## config.mk

```make
export PLATFORM = sky130hd
export DESIGN_NAME = stage_mem_flat
export DESIGN_NICKNAME = d
export VERILOG_FILES = /design/src/rtl/stage_mem_pkg.sv /design/src/rtl/stage_mem_if.sv /design/src/rtl/stage_mem_lsu_align.sv /design/src/rtl/stage_mem.sv /design/src/flat_wrapper.sv
export SDC_FILE = /design/constraint.sdc
export NUM_CORES = 1
export LEC_CHECK = 0
export CORE_MARGIN = 4
export CORE_UTILIZATION = 40
export DETAILED_ROUTE_END_ITERATION = 7
export MAX_ROUTING_LAYER = met4
export PLACE_DENSITY_LB_ADDON = 0.08
export RECOVER_POWER = 100
export SYNTH_ARGS = -nofsm -noshare
export SYNTH_HDL_FRONTEND = slang
export SYNTH_HIERARCHICAL = 1
export SYNTH_SLANG_ARGS = --single-unit
```

## constraint.sdc

```tcl
create_clock -name clk_i -period 1.8 [get_ports clk_i]
set_input_delay 0.18 -clock clk_i [delete_from_list [all_inputs] [get_ports clk_i]]
set_output_delay 0.18 -clock clk_i [all_outputs]
set_load 0.1 [all_outputs]
```

## src/rtl/stage_mem_pkg.sv

```systemverilog
// rtl/stage_mem_pkg.sv - shared funct3 encodings and FSM states for the memory stage
package stage_mem_pkg;

    localparam logic [2:0] F3_B  = 3'b000;
    localparam logic [2:0] F3_H  = 3'b001;
    localparam logic [2:0] F3_W  = 3'b010;
    localparam logic [2:0] F3_BU = 3'b100;
    localparam logic [2:0] F3_HU = 3'b101;

    typedef enum logic [1:0] {
        MEM_IDLE = 2'd0,
        MEM_BUS  = 2'd1,
        MEM_DONE = 2'd2
    } mem_state_t;

    function automatic logic is_byte_access(input logic [2:0] f3);
        return (f3 == F3_B) || (f3 == F3_BU);
    endfunction

    function automatic logic is_half_access(input logic [2:0] f3);
        return (f3 == F3_H) || (f3 == F3_HU);
    endfunction

endpackage

```

## src/rtl/stage_mem_if.sv

```systemverilog
// rtl/stage_mem_if.sv - Wishbone-classic data port between the memory stage and the bus
interface stage_mem_if #(
    parameter int ADDR_W = 32
);
    logic [ADDR_W-1:0] wbm_addr_o;
    logic [31:0]       wbm_dat_o;
    logic [3:0]        wbm_sel_o;
    logic              wbm_we_o;
    logic              wbm_cyc_o;
    logic              wbm_stb_o;
    logic [31:0]       wbm_dat_i;
    logic              wbm_ack_i;

    modport master (
        output wbm_addr_o, wbm_dat_o, wbm_sel_o, wbm_we_o, wbm_cyc_o, wbm_stb_o,
        input  wbm_dat_i, wbm_ack_i
    );

    modport slave (
        input  wbm_addr_o, wbm_dat_o, wbm_sel_o, wbm_we_o, wbm_cyc_o, wbm_stb_o,
        output wbm_dat_i, wbm_ack_i
    );
endinterface

```

## src/rtl/stage_mem_lsu_align.sv

```systemverilog
// rtl/stage_mem_lsu_align.sv - misalignment detect, store lane shaping, load extract/extend
module lsu_align
    import stage_mem_pkg::*;
(
    input  logic [2:0]  i_funct3,
    input  logic [1:0]  i_addr_lo,
    input  logic [31:0] i_st_dat,
    input  logic [31:0] i_ld_raw,
    output logic        o_misaligned,
    output logic [3:0]  o_sel,
    output logic [31:0] o_st_dat,
    output logic [31:0] o_ld_dat
);

    logic [7:0]  w_byte;
    logic [15:0] w_half;

    always_comb begin
        w_byte = i_ld_raw[7:0];
        case (i_addr_lo)
            2'd1:    w_byte = i_ld_raw[15:8];
            2'd2:    w_byte = i_ld_raw[23:16];
            2'd3:    w_byte = i_ld_raw[31:24];
            default: w_byte = i_ld_raw[7:0];
        endcase
    end

    assign w_half = i_addr_lo[1] ? i_ld_raw[31:16] : i_ld_raw[15:0];

    // Reserved funct3 codes fall into the word branch.
    always_comb begin
        o_misaligned = 1'b0;
        o_sel        = 4'b1111;
        o_st_dat     = i_st_dat;
        o_ld_dat     = i_ld_raw;
        if (is_byte_access(i_funct3)) begin
            o_sel    = 4'b0001 << i_addr_lo;
            o_st_dat = {4{i_st_dat[7:0]}};
            o_ld_dat = (i_funct3 == F3_B) ? {{24{w_byte[7]}}, w_byte} : {24'h0, w_byte};
        end else if (is_half_access(i_funct3)) begin
            o_misaligned = i_addr_lo[0];
            o_sel        = i_addr_lo[1] ? 4'b1100 : 4'b0011;
            o_st_dat     = {2{i_st_dat[15:0]}};
            o_ld_dat     = (i_funct3 == F3_H) ? {{16{w_half[15]}}, w_half} : {16'h0, w_half};
        end else begin
            o_misaligned = |i_addr_lo;
        end
    end

endmodule

```

## src/rtl/stage_mem.sv

```systemverilog
// rtl/stage_mem.sv - memory-access stage with Wishbone data master; MEM_TIMEOUT_EN adds bus timeout
module stage_mem
    import stage_mem_pkg::*;
#(
    parameter int ADDR_W         = 32,
    parameter int TIMEOUT_CYCLES = 255
) (
    input  logic        clk_i,
    input  logic        rst_i,
    input  logic        valid_i,
    input  logic        is_ld_inst_i,
    input  logic        is_st_inst_i,
    input  logic [2:0]  funct3_i,
    input  logic [31:0] addr_i,
    input  logic [31:0] st_dat_i,
    output logic [31:0] dat_o,
    output logic        stall_o,
    output logic        e_ld_addr_mis_o,
    output logic        e_st_addr_mis_o,
`ifdef MEM_TIMEOUT_EN
    output logic        e_access_fault_o,
`endif
    stage_mem_if.master wbm
);

    mem_state_t        r_state;
    mem_state_t        w_state_nxt;
    logic [ADDR_W-1:0] r_addr;
    logic [31:0]       r_dat;
    logic [3:0]        r_sel;
    logic              r_we;
    logic              r_cyc;
    logic [31:0]       r_ld_dat;

    logic        w_is_ld;
    logic        w_is_st;
    logic        w_req;
    logic        w_mis;
    logic        w_start;
    logic        w_timeout;
    logic        w_fault;
    logic [3:0]  w_sel;
    logic [31:0] w_st_dat;
    logic [31:0] w_ld_dat;
    logic [31:0] w_word_addr;

    // A load wins when both decode flags are set.
    assign w_is_ld     = is_ld_inst_i;
    assign w_is_st     = is_st_inst_i & ~is_ld_inst_i;
    assign w_req       = valid_i & (is_ld_inst_i | is_st_inst_i);
    assign w_start     = (r_state == MEM_IDLE) & w_req & ~w_mis;
    assign w_word_addr = {addr_i[31:2], 2'b00};

    lsu_align u_align (
        .i_funct3     (funct3_i),
        .i_addr_lo    (addr_i[1:0]),
        .i_st_dat     (st_dat_i),
        .i_ld_raw     (wbm.wbm_dat_i),
        .o_misaligned (w_mis),
        .o_sel        (w_sel),
        .o_st_dat     (w_st_dat),
        .o_ld_dat     (w_ld_dat)
    );

`ifdef MEM_TIMEOUT_EN
    localparam int CNT_W = $clog2(TIMEOUT_CYCLES + 1);

    logic [CNT_W-1:0] r_tmo_cnt;
    logic             r_fault;

    assign w_timeout = (r_state == MEM_BUS) & ~wbm.wbm_ack_i &
                       (r_tmo_cnt == CNT_W'(TIMEOUT_CYCLES - 1));

    always_ff @(posedge clk_i) begin
        if (!rst_i) begin
            r_tmo_cnt <= '0;
            r_fault   <= 1'b0;
        end else begin
            if (r_state == MEM_BUS) begin
                r_tmo_cnt <= r_tmo_cnt + 1'b1;
            end else begin
                r_tmo_cnt <= '0;
            end
            if (w_timeout) begin
                r_fault <= 1'b1;
            end else if (r_state == MEM_DONE) begin
                r_fault <= 1'b0;
            end
        end
    end

    assign w_fault          = (r_state == MEM_DONE) & r_fault;
    assign e_access_fault_o = w_fault;
`else
    // The timeout depth only matters when the counter is built.
    logic w_unused_tmo;
    assign w_unused_tmo = (TIMEOUT_CYCLES != 0);
    assign w_timeout    = 1'b0;
    assign w_fault      = 1'b0;
`endif

    always_ff @(posedge clk_i) begin
        if (!rst_i) begin
            r_state <= MEM_IDLE;
        end else begin
            r_state <= w_state_nxt;
        end
    end

    always_comb begin
        w_state_nxt     = r_state;
        stall_o         = 1'b0;
        e_ld_addr_mis_o = 1'b0;
        e_st_addr_mis_o = 1'b0;
        dat_o           = addr_i;
        case (r_state)
            MEM_IDLE: begin
                if (w_req) begin
                    if (w_mis) begin
                        e_ld_addr_mis_o = w_is_ld;
                        e_st_addr_mis_o = w_is_st;
                    end else begin
                        stall_o     = 1'b1;
                        w_state_nxt = MEM_BUS;
                    end
                end
            end
            MEM_BUS: begin
                stall_o = 1'b1;
                if (wbm.wbm_ack_i || w_timeout) begin
                    w_state_nxt = MEM_DONE;
                end
            end
            MEM_DONE: begin
                w_state_nxt = MEM_IDLE;
                if (w_fault) begin
                    dat_o = 32'h0;
                end else if (!r_we) begin
                    dat_o = r_ld_dat;
                end
            end
            default: w_state_nxt = MEM_IDLE;
        endcase
    end

    // Request attributes are latched on entry to BUS and held until the cycle ends.
    always_ff @(posedge clk_i) begin
        if (!rst_i) begin
            r_addr   <= '0;
            r_dat    <= '0;
            r_sel    <= '0;
            r_we     <= 1'b0;
            r_cyc    <= 1'b0;
            r_ld_dat <= '0;
        end else begin
            case (r_state)
                MEM_IDLE: begin
                    if (w_start) begin
                        r_cyc  <= 1'b1;
                        r_addr <= w_word_addr[ADDR_W-1:0];
                        r_sel  <= w_sel;
                        r_we   <= w_is_st;
                        r_dat  <= w_is_st ? w_st_dat : 32'h0;
                    end
                end
                MEM_BUS: begin
                    if (wbm.wbm_ack_i) begin
                        r_cyc    <= 1'b0;
                        r_ld_dat <= w_ld_dat;
                    end else if (w_timeout) begin
                        r_cyc    <= 1'b0;
                        r_ld_dat <= 32'h0;
                    end
                end
                default: ;
            endcase
        end
    end

    assign wbm.wbm_addr_o = r_addr;
    assign wbm.wbm_dat_o  = r_dat;
    assign wbm.wbm_sel_o  = r_sel;
    assign wbm.wbm_we_o   = r_we;
    assign wbm.wbm_cyc_o  = r_cyc;
    assign wbm.wbm_stb_o  = r_cyc;

endmodule
```

## src/flat_wrapper.sv

```systemverilog
// flat-port wrapper written by rule: the top's interface ports become plain ports
module stage_mem_flat import stage_mem_pkg::*;
#(
    parameter int ADDR_W         = 32,
    parameter int TIMEOUT_CYCLES = 255
)
  (clk_i, rst_i, valid_i, is_ld_inst_i, is_st_inst_i, funct3_i, addr_i, st_dat_i, dat_o, stall_o, e_ld_addr_mis_o, e_st_addr_mis_o, wbm_wbm_addr_o, wbm_wbm_dat_o, wbm_wbm_sel_o, wbm_wbm_we_o, wbm_wbm_cyc_o, wbm_wbm_stb_o, wbm_wbm_dat_i, wbm_wbm_ack_i);
  stage_mem_if #(.ADDR_W(ADDR_W)) wbm_i ();
  input  logic clk_i;
  input  logic rst_i;
  input  logic valid_i;
  input  logic is_ld_inst_i;
  input  logic is_st_inst_i;
  input  logic [2:0] funct3_i;
  input  logic [31:0] addr_i;
  input  logic [31:0] st_dat_i;
  output logic [31:0] dat_o;
  output logic stall_o;
  output logic e_ld_addr_mis_o;
  output logic e_st_addr_mis_o;
  output wire logic [$bits(wbm_i.wbm_addr_o)-1:0] wbm_wbm_addr_o;
  output wire logic [$bits(wbm_i.wbm_dat_o)-1:0] wbm_wbm_dat_o;
  output wire logic [$bits(wbm_i.wbm_sel_o)-1:0] wbm_wbm_sel_o;
  output wire logic [$bits(wbm_i.wbm_we_o)-1:0] wbm_wbm_we_o;
  output wire logic [$bits(wbm_i.wbm_cyc_o)-1:0] wbm_wbm_cyc_o;
  output wire logic [$bits(wbm_i.wbm_stb_o)-1:0] wbm_wbm_stb_o;
  input wire logic [$bits(wbm_i.wbm_dat_i)-1:0] wbm_wbm_dat_i;
  input wire logic [$bits(wbm_i.wbm_ack_i)-1:0] wbm_wbm_ack_i;
  assign wbm_wbm_addr_o = wbm_i.wbm_addr_o;
  assign wbm_wbm_dat_o = wbm_i.wbm_dat_o;
  assign wbm_wbm_sel_o = wbm_i.wbm_sel_o;
  assign wbm_wbm_we_o = wbm_i.wbm_we_o;
  assign wbm_wbm_cyc_o = wbm_i.wbm_cyc_o;
  assign wbm_wbm_stb_o = wbm_i.wbm_stb_o;
  assign wbm_i.wbm_dat_i = wbm_wbm_dat_i;
  assign wbm_i.wbm_ack_i = wbm_wbm_ack_i;
  stage_mem #(.ADDR_W(ADDR_W), .TIMEOUT_CYCLES(TIMEOUT_CYCLES)) u_core (.clk_i(clk_i), .rst_i(rst_i), .valid_i(valid_i), .is_ld_inst_i(is_ld_inst_i), .is_st_inst_i(is_st_inst_i), .funct3_i(funct3_i), .addr_i(addr_i), .st_dat_i(st_dat_i), .dat_o(dat_o), .stall_o(stall_o), .e_ld_addr_mis_o(e_ld_addr_mis_o), .e_st_addr_mis_o(e_st_addr_mis_o), .wbm(wbm_i));
endmodule
```

==> impl_metrics.ini, run 1 <==
[outcome]
status = finished, violations left
violations = negative setup slack

[hold_path]
min_path_type = primary input to flop

[global_route]
grt_use_total_pct = 23.3
grt_max_degree = 51
gr-total-overflow = 0
grt_first_pass_wirelength_um = 29200
grt_pass1_vias = 5634
antenna_found_initial = 0
grt_use_met1_pct = 27.4
grt_most_used_layer = met2
met2_usage_pct = 39.5
use_met3_pct = 5.33

[setup_path]
critical_path.max_stage_delay_ps = 330
cp-start-kind = flop
critPathKind = flop to output pin
end_kind = output pin
cp_common_cell = buf_12
crit_family = buffers and inverters
worstPathMaxFanout = 13
worstPathCellList = nor3b_4 > buf_6 > buf_12 > mux2_4 > buf_12
slowest_stage = dfxtp_2
crit_required_ps = 1620
crit_arrival_ps = 1710
path_buf_inv = 3

[cts]
clock_latency_ps = 350
clockRootBuffer = clkbuf_16
cts_sinks = 102
clk_transition_reported_paths_ps = 70
cts_buffers = 9
htreeDepth = 3
tritoncts = built
postCtsHoldBufs = 0
clockBufferDepth = 2

[die]
die_h_um = 125
core_region_area_um2 = 13300
io_pins = 211
die_x_um = 125
die_area_um2 = 15700
row_count = 42
start_util_pct = 41.1

[synthesis]
postSynthCellCount = 677
synth_top_area_share_pct = 37.2
synthDistinctLibCells = 45
synth_common_cells = 234 x nand2_1, 102 x dfxtp_1, 51 x mux2_2
synth_edf_count = 0
synth-main-ff-cell = dfxtp_1
yosys.cell_count.top_type = nand2_1
synth_largest_area_cell = dfxtp_1
synth_warnings = 6
synth_area_leaders = dfxtp_1 37%, nand2_1 16%, mux2_2 10%
syn_area_um2 = 5490
async_flop_share_pct = 0
syn_avg_cell_area_um2 = 8.10
seq_area_frac_synth_pct = 37.2
ys_ff_latch = 102

[timing]
worst_pin_slew_ps = 700
relSlewSlack_pct = 53.3
fin_crit_ps = 1890
hold_violations = 0
drv_slew = 0
setup_slack_ps = -86.0
fin_skew_ps = 3.38
whs_ps = 178
setup_viol = 32
period_share_pct = 105
grt_setup_unrepaired = yes
fmax_ghz = 0.530

[job]
cap_violations = 0

[placement]
placed_cells = 1032
place_congestion = 0.928
hpwl_um = 13600
numPortBuffers = 208
place_ws_ps = -335

[power]
peakVddDrop_mv = 0.518
p_per_area_nw_per_um2 = 786
p_leak_nw = 3.50

[detailed_routing]
ant_nets = 0
wl_um = 18000
dr_total_vias = 5539
wl_per_cell_um = 17.1
drtIter0Drc = 269
drc = 0
first_pass_iters = 5
via_per_inst = 5.26

[layout]
antennaDiodeCount = 0
area_growth_pct = 51.3
drive_gt1_share_pct = 26.8
utilization_pct = 62.2
n_fill_cell = 1201
nets = 977
finalNonFillerCells = 1053
[routing by layer]
| metal | share of wire, % | vias to the layer above |
|---|---|---|
| met1 | 42 | 2577 |
| li1 | - | 2700 |
| met4 | 2.0 | 0 |
| met5 | 0 | - |
| met3 | 7.1 | 25 |
| met2 | 49 | 237 |
[path summary, 6_finish.rpt]
| path | from | end | slack (ps) | cells past startpoint |
|---|---|---|---|---|
| setup / recovery | u_core/r_state[0] | dat_o[1] | -90 | 5 |
| hold / removal | rst_i | u_core/r_ld_dat[31] | 180 | 3 |
| setup reg to reg | u_core/r_state[1] | u_core/wbm.wbm_addr_o[7] | 180 | 6 |
| hold reg to reg | u_core/wbm.wbm_addr_o[28] | u_core/wbm.wbm_addr_o[28] | 460 | 2 |
[metrics by stage]
| step | power, mW | setup TNS [ps] | cell area [um2] |
|---|---|---|---|
| floorplan | 3.86 | -262 | 5620 |
| global placement | 4.57 | -20900 | 8080 |
| detailed placement | 4.59 | -27010 | 8080 |
| CTS | 6.62 | -3060 | 8460 |
| global route | 6.77 | -5000 | 8300 |
| finish | 6.53 | -2300 | 8300 |
[logic make-up after synthesis]
kind of cell | count (synthesis) | share of synthesized area, %
flip-flops | 102 | 37.2
multiplexers | 100 | 19.6
AO/OA/AOI/OAI | 107 | 12.9
other | 1 | 0.0683
buffers and inverters | 82 | 8.28
AND/OR/NAND/NOR | 285 | 21.9
[registers in the layout (all words and copies together), names as in the netlist]
name,cells
u_core/r_ld_dat,32
u_core/r_state,2
u_core/wbm.wbm_addr_o,30
u_core/wbm.wbm_cyc_o,1
u_core/wbm.wbm_dat_o,32
u_core/wbm.wbm_sel_o,4
u_core/wbm.wbm_we_o,1
[power breakdown]
group          switching (mW)  internal [mW]  leakage (nW)
Combinational            1.37          0.757          2.52
Sequential             0.0466           2.34         0.829
Clock                   0.889           1.13         0.149
Total                    2.31           4.22          3.50
[layout make-up]
type,instances,area [um2],share of cell area [%]
tap,176,220,2.65
clock inverter,6,68.8,0.829
timing repair buffer,251,2510,30.2
clock buffer,10,239,2.88
inverter,14,52.6,0.633
sequential,102,2050,24.7
multi-input combinational,494,3160,38.1
[timing repair]
item                                    CTS  global route
endpoints found under the setup margin   35            33
gates cloned                              1             0
buffers inserted                          4             0
gates resized for setup                  12             4
pin swaps                                 1             0
[layout by cell type (no fill, tap or decap), types with 2 or more instances in the layout]
master	instances
o22ai_1	33
nand4_1	8
inv_1	12
a32oi_1	7
nor3b_4	3
a21oi_1	34
nor2_1	6
clkbuf_16	9
mux2_2	19
nor2_2	2
a222oi_1	6
nand2_1	233
buf_12	42
buf_4	34
o21ai_0	11
nand3_1	17
o32ai_1	6
clkdlybuf4s50_1	99
mux2i_1	48
inv_6	2
mux2_4	32
conb_1	2
dfxtp_1	99
clkbuf_2	70
nor2b_1	4
dfxtp_2	2
dlygate4sd2_1	2
[worst min-delay path, stage by stage]
cell	delay (ps)
buf_4	130
clkinv_1	120
a21oi_1	50
Note: power is estimated with default switching activity, not from simulation.
==> inputs of run 2 (changes only) <==
--- a/config.mk
+++ b/config.mk
@@ -8,6 +8,7 @@
 export CORE_MARGIN = 4
 export CORE_UTILIZATION = 40
 export DETAILED_ROUTE_END_ITERATION = 7
+export GPL_TIMING_DRIVEN = 1
 export MAX_ROUTING_LAYER = met4
 export PLACE_DENSITY_LB_ADDON = 0.08
 export RECOVER_POWER = 100
==> results of run 2 <==
No change in the layout: final DEF, timing and power equal those of run 1.
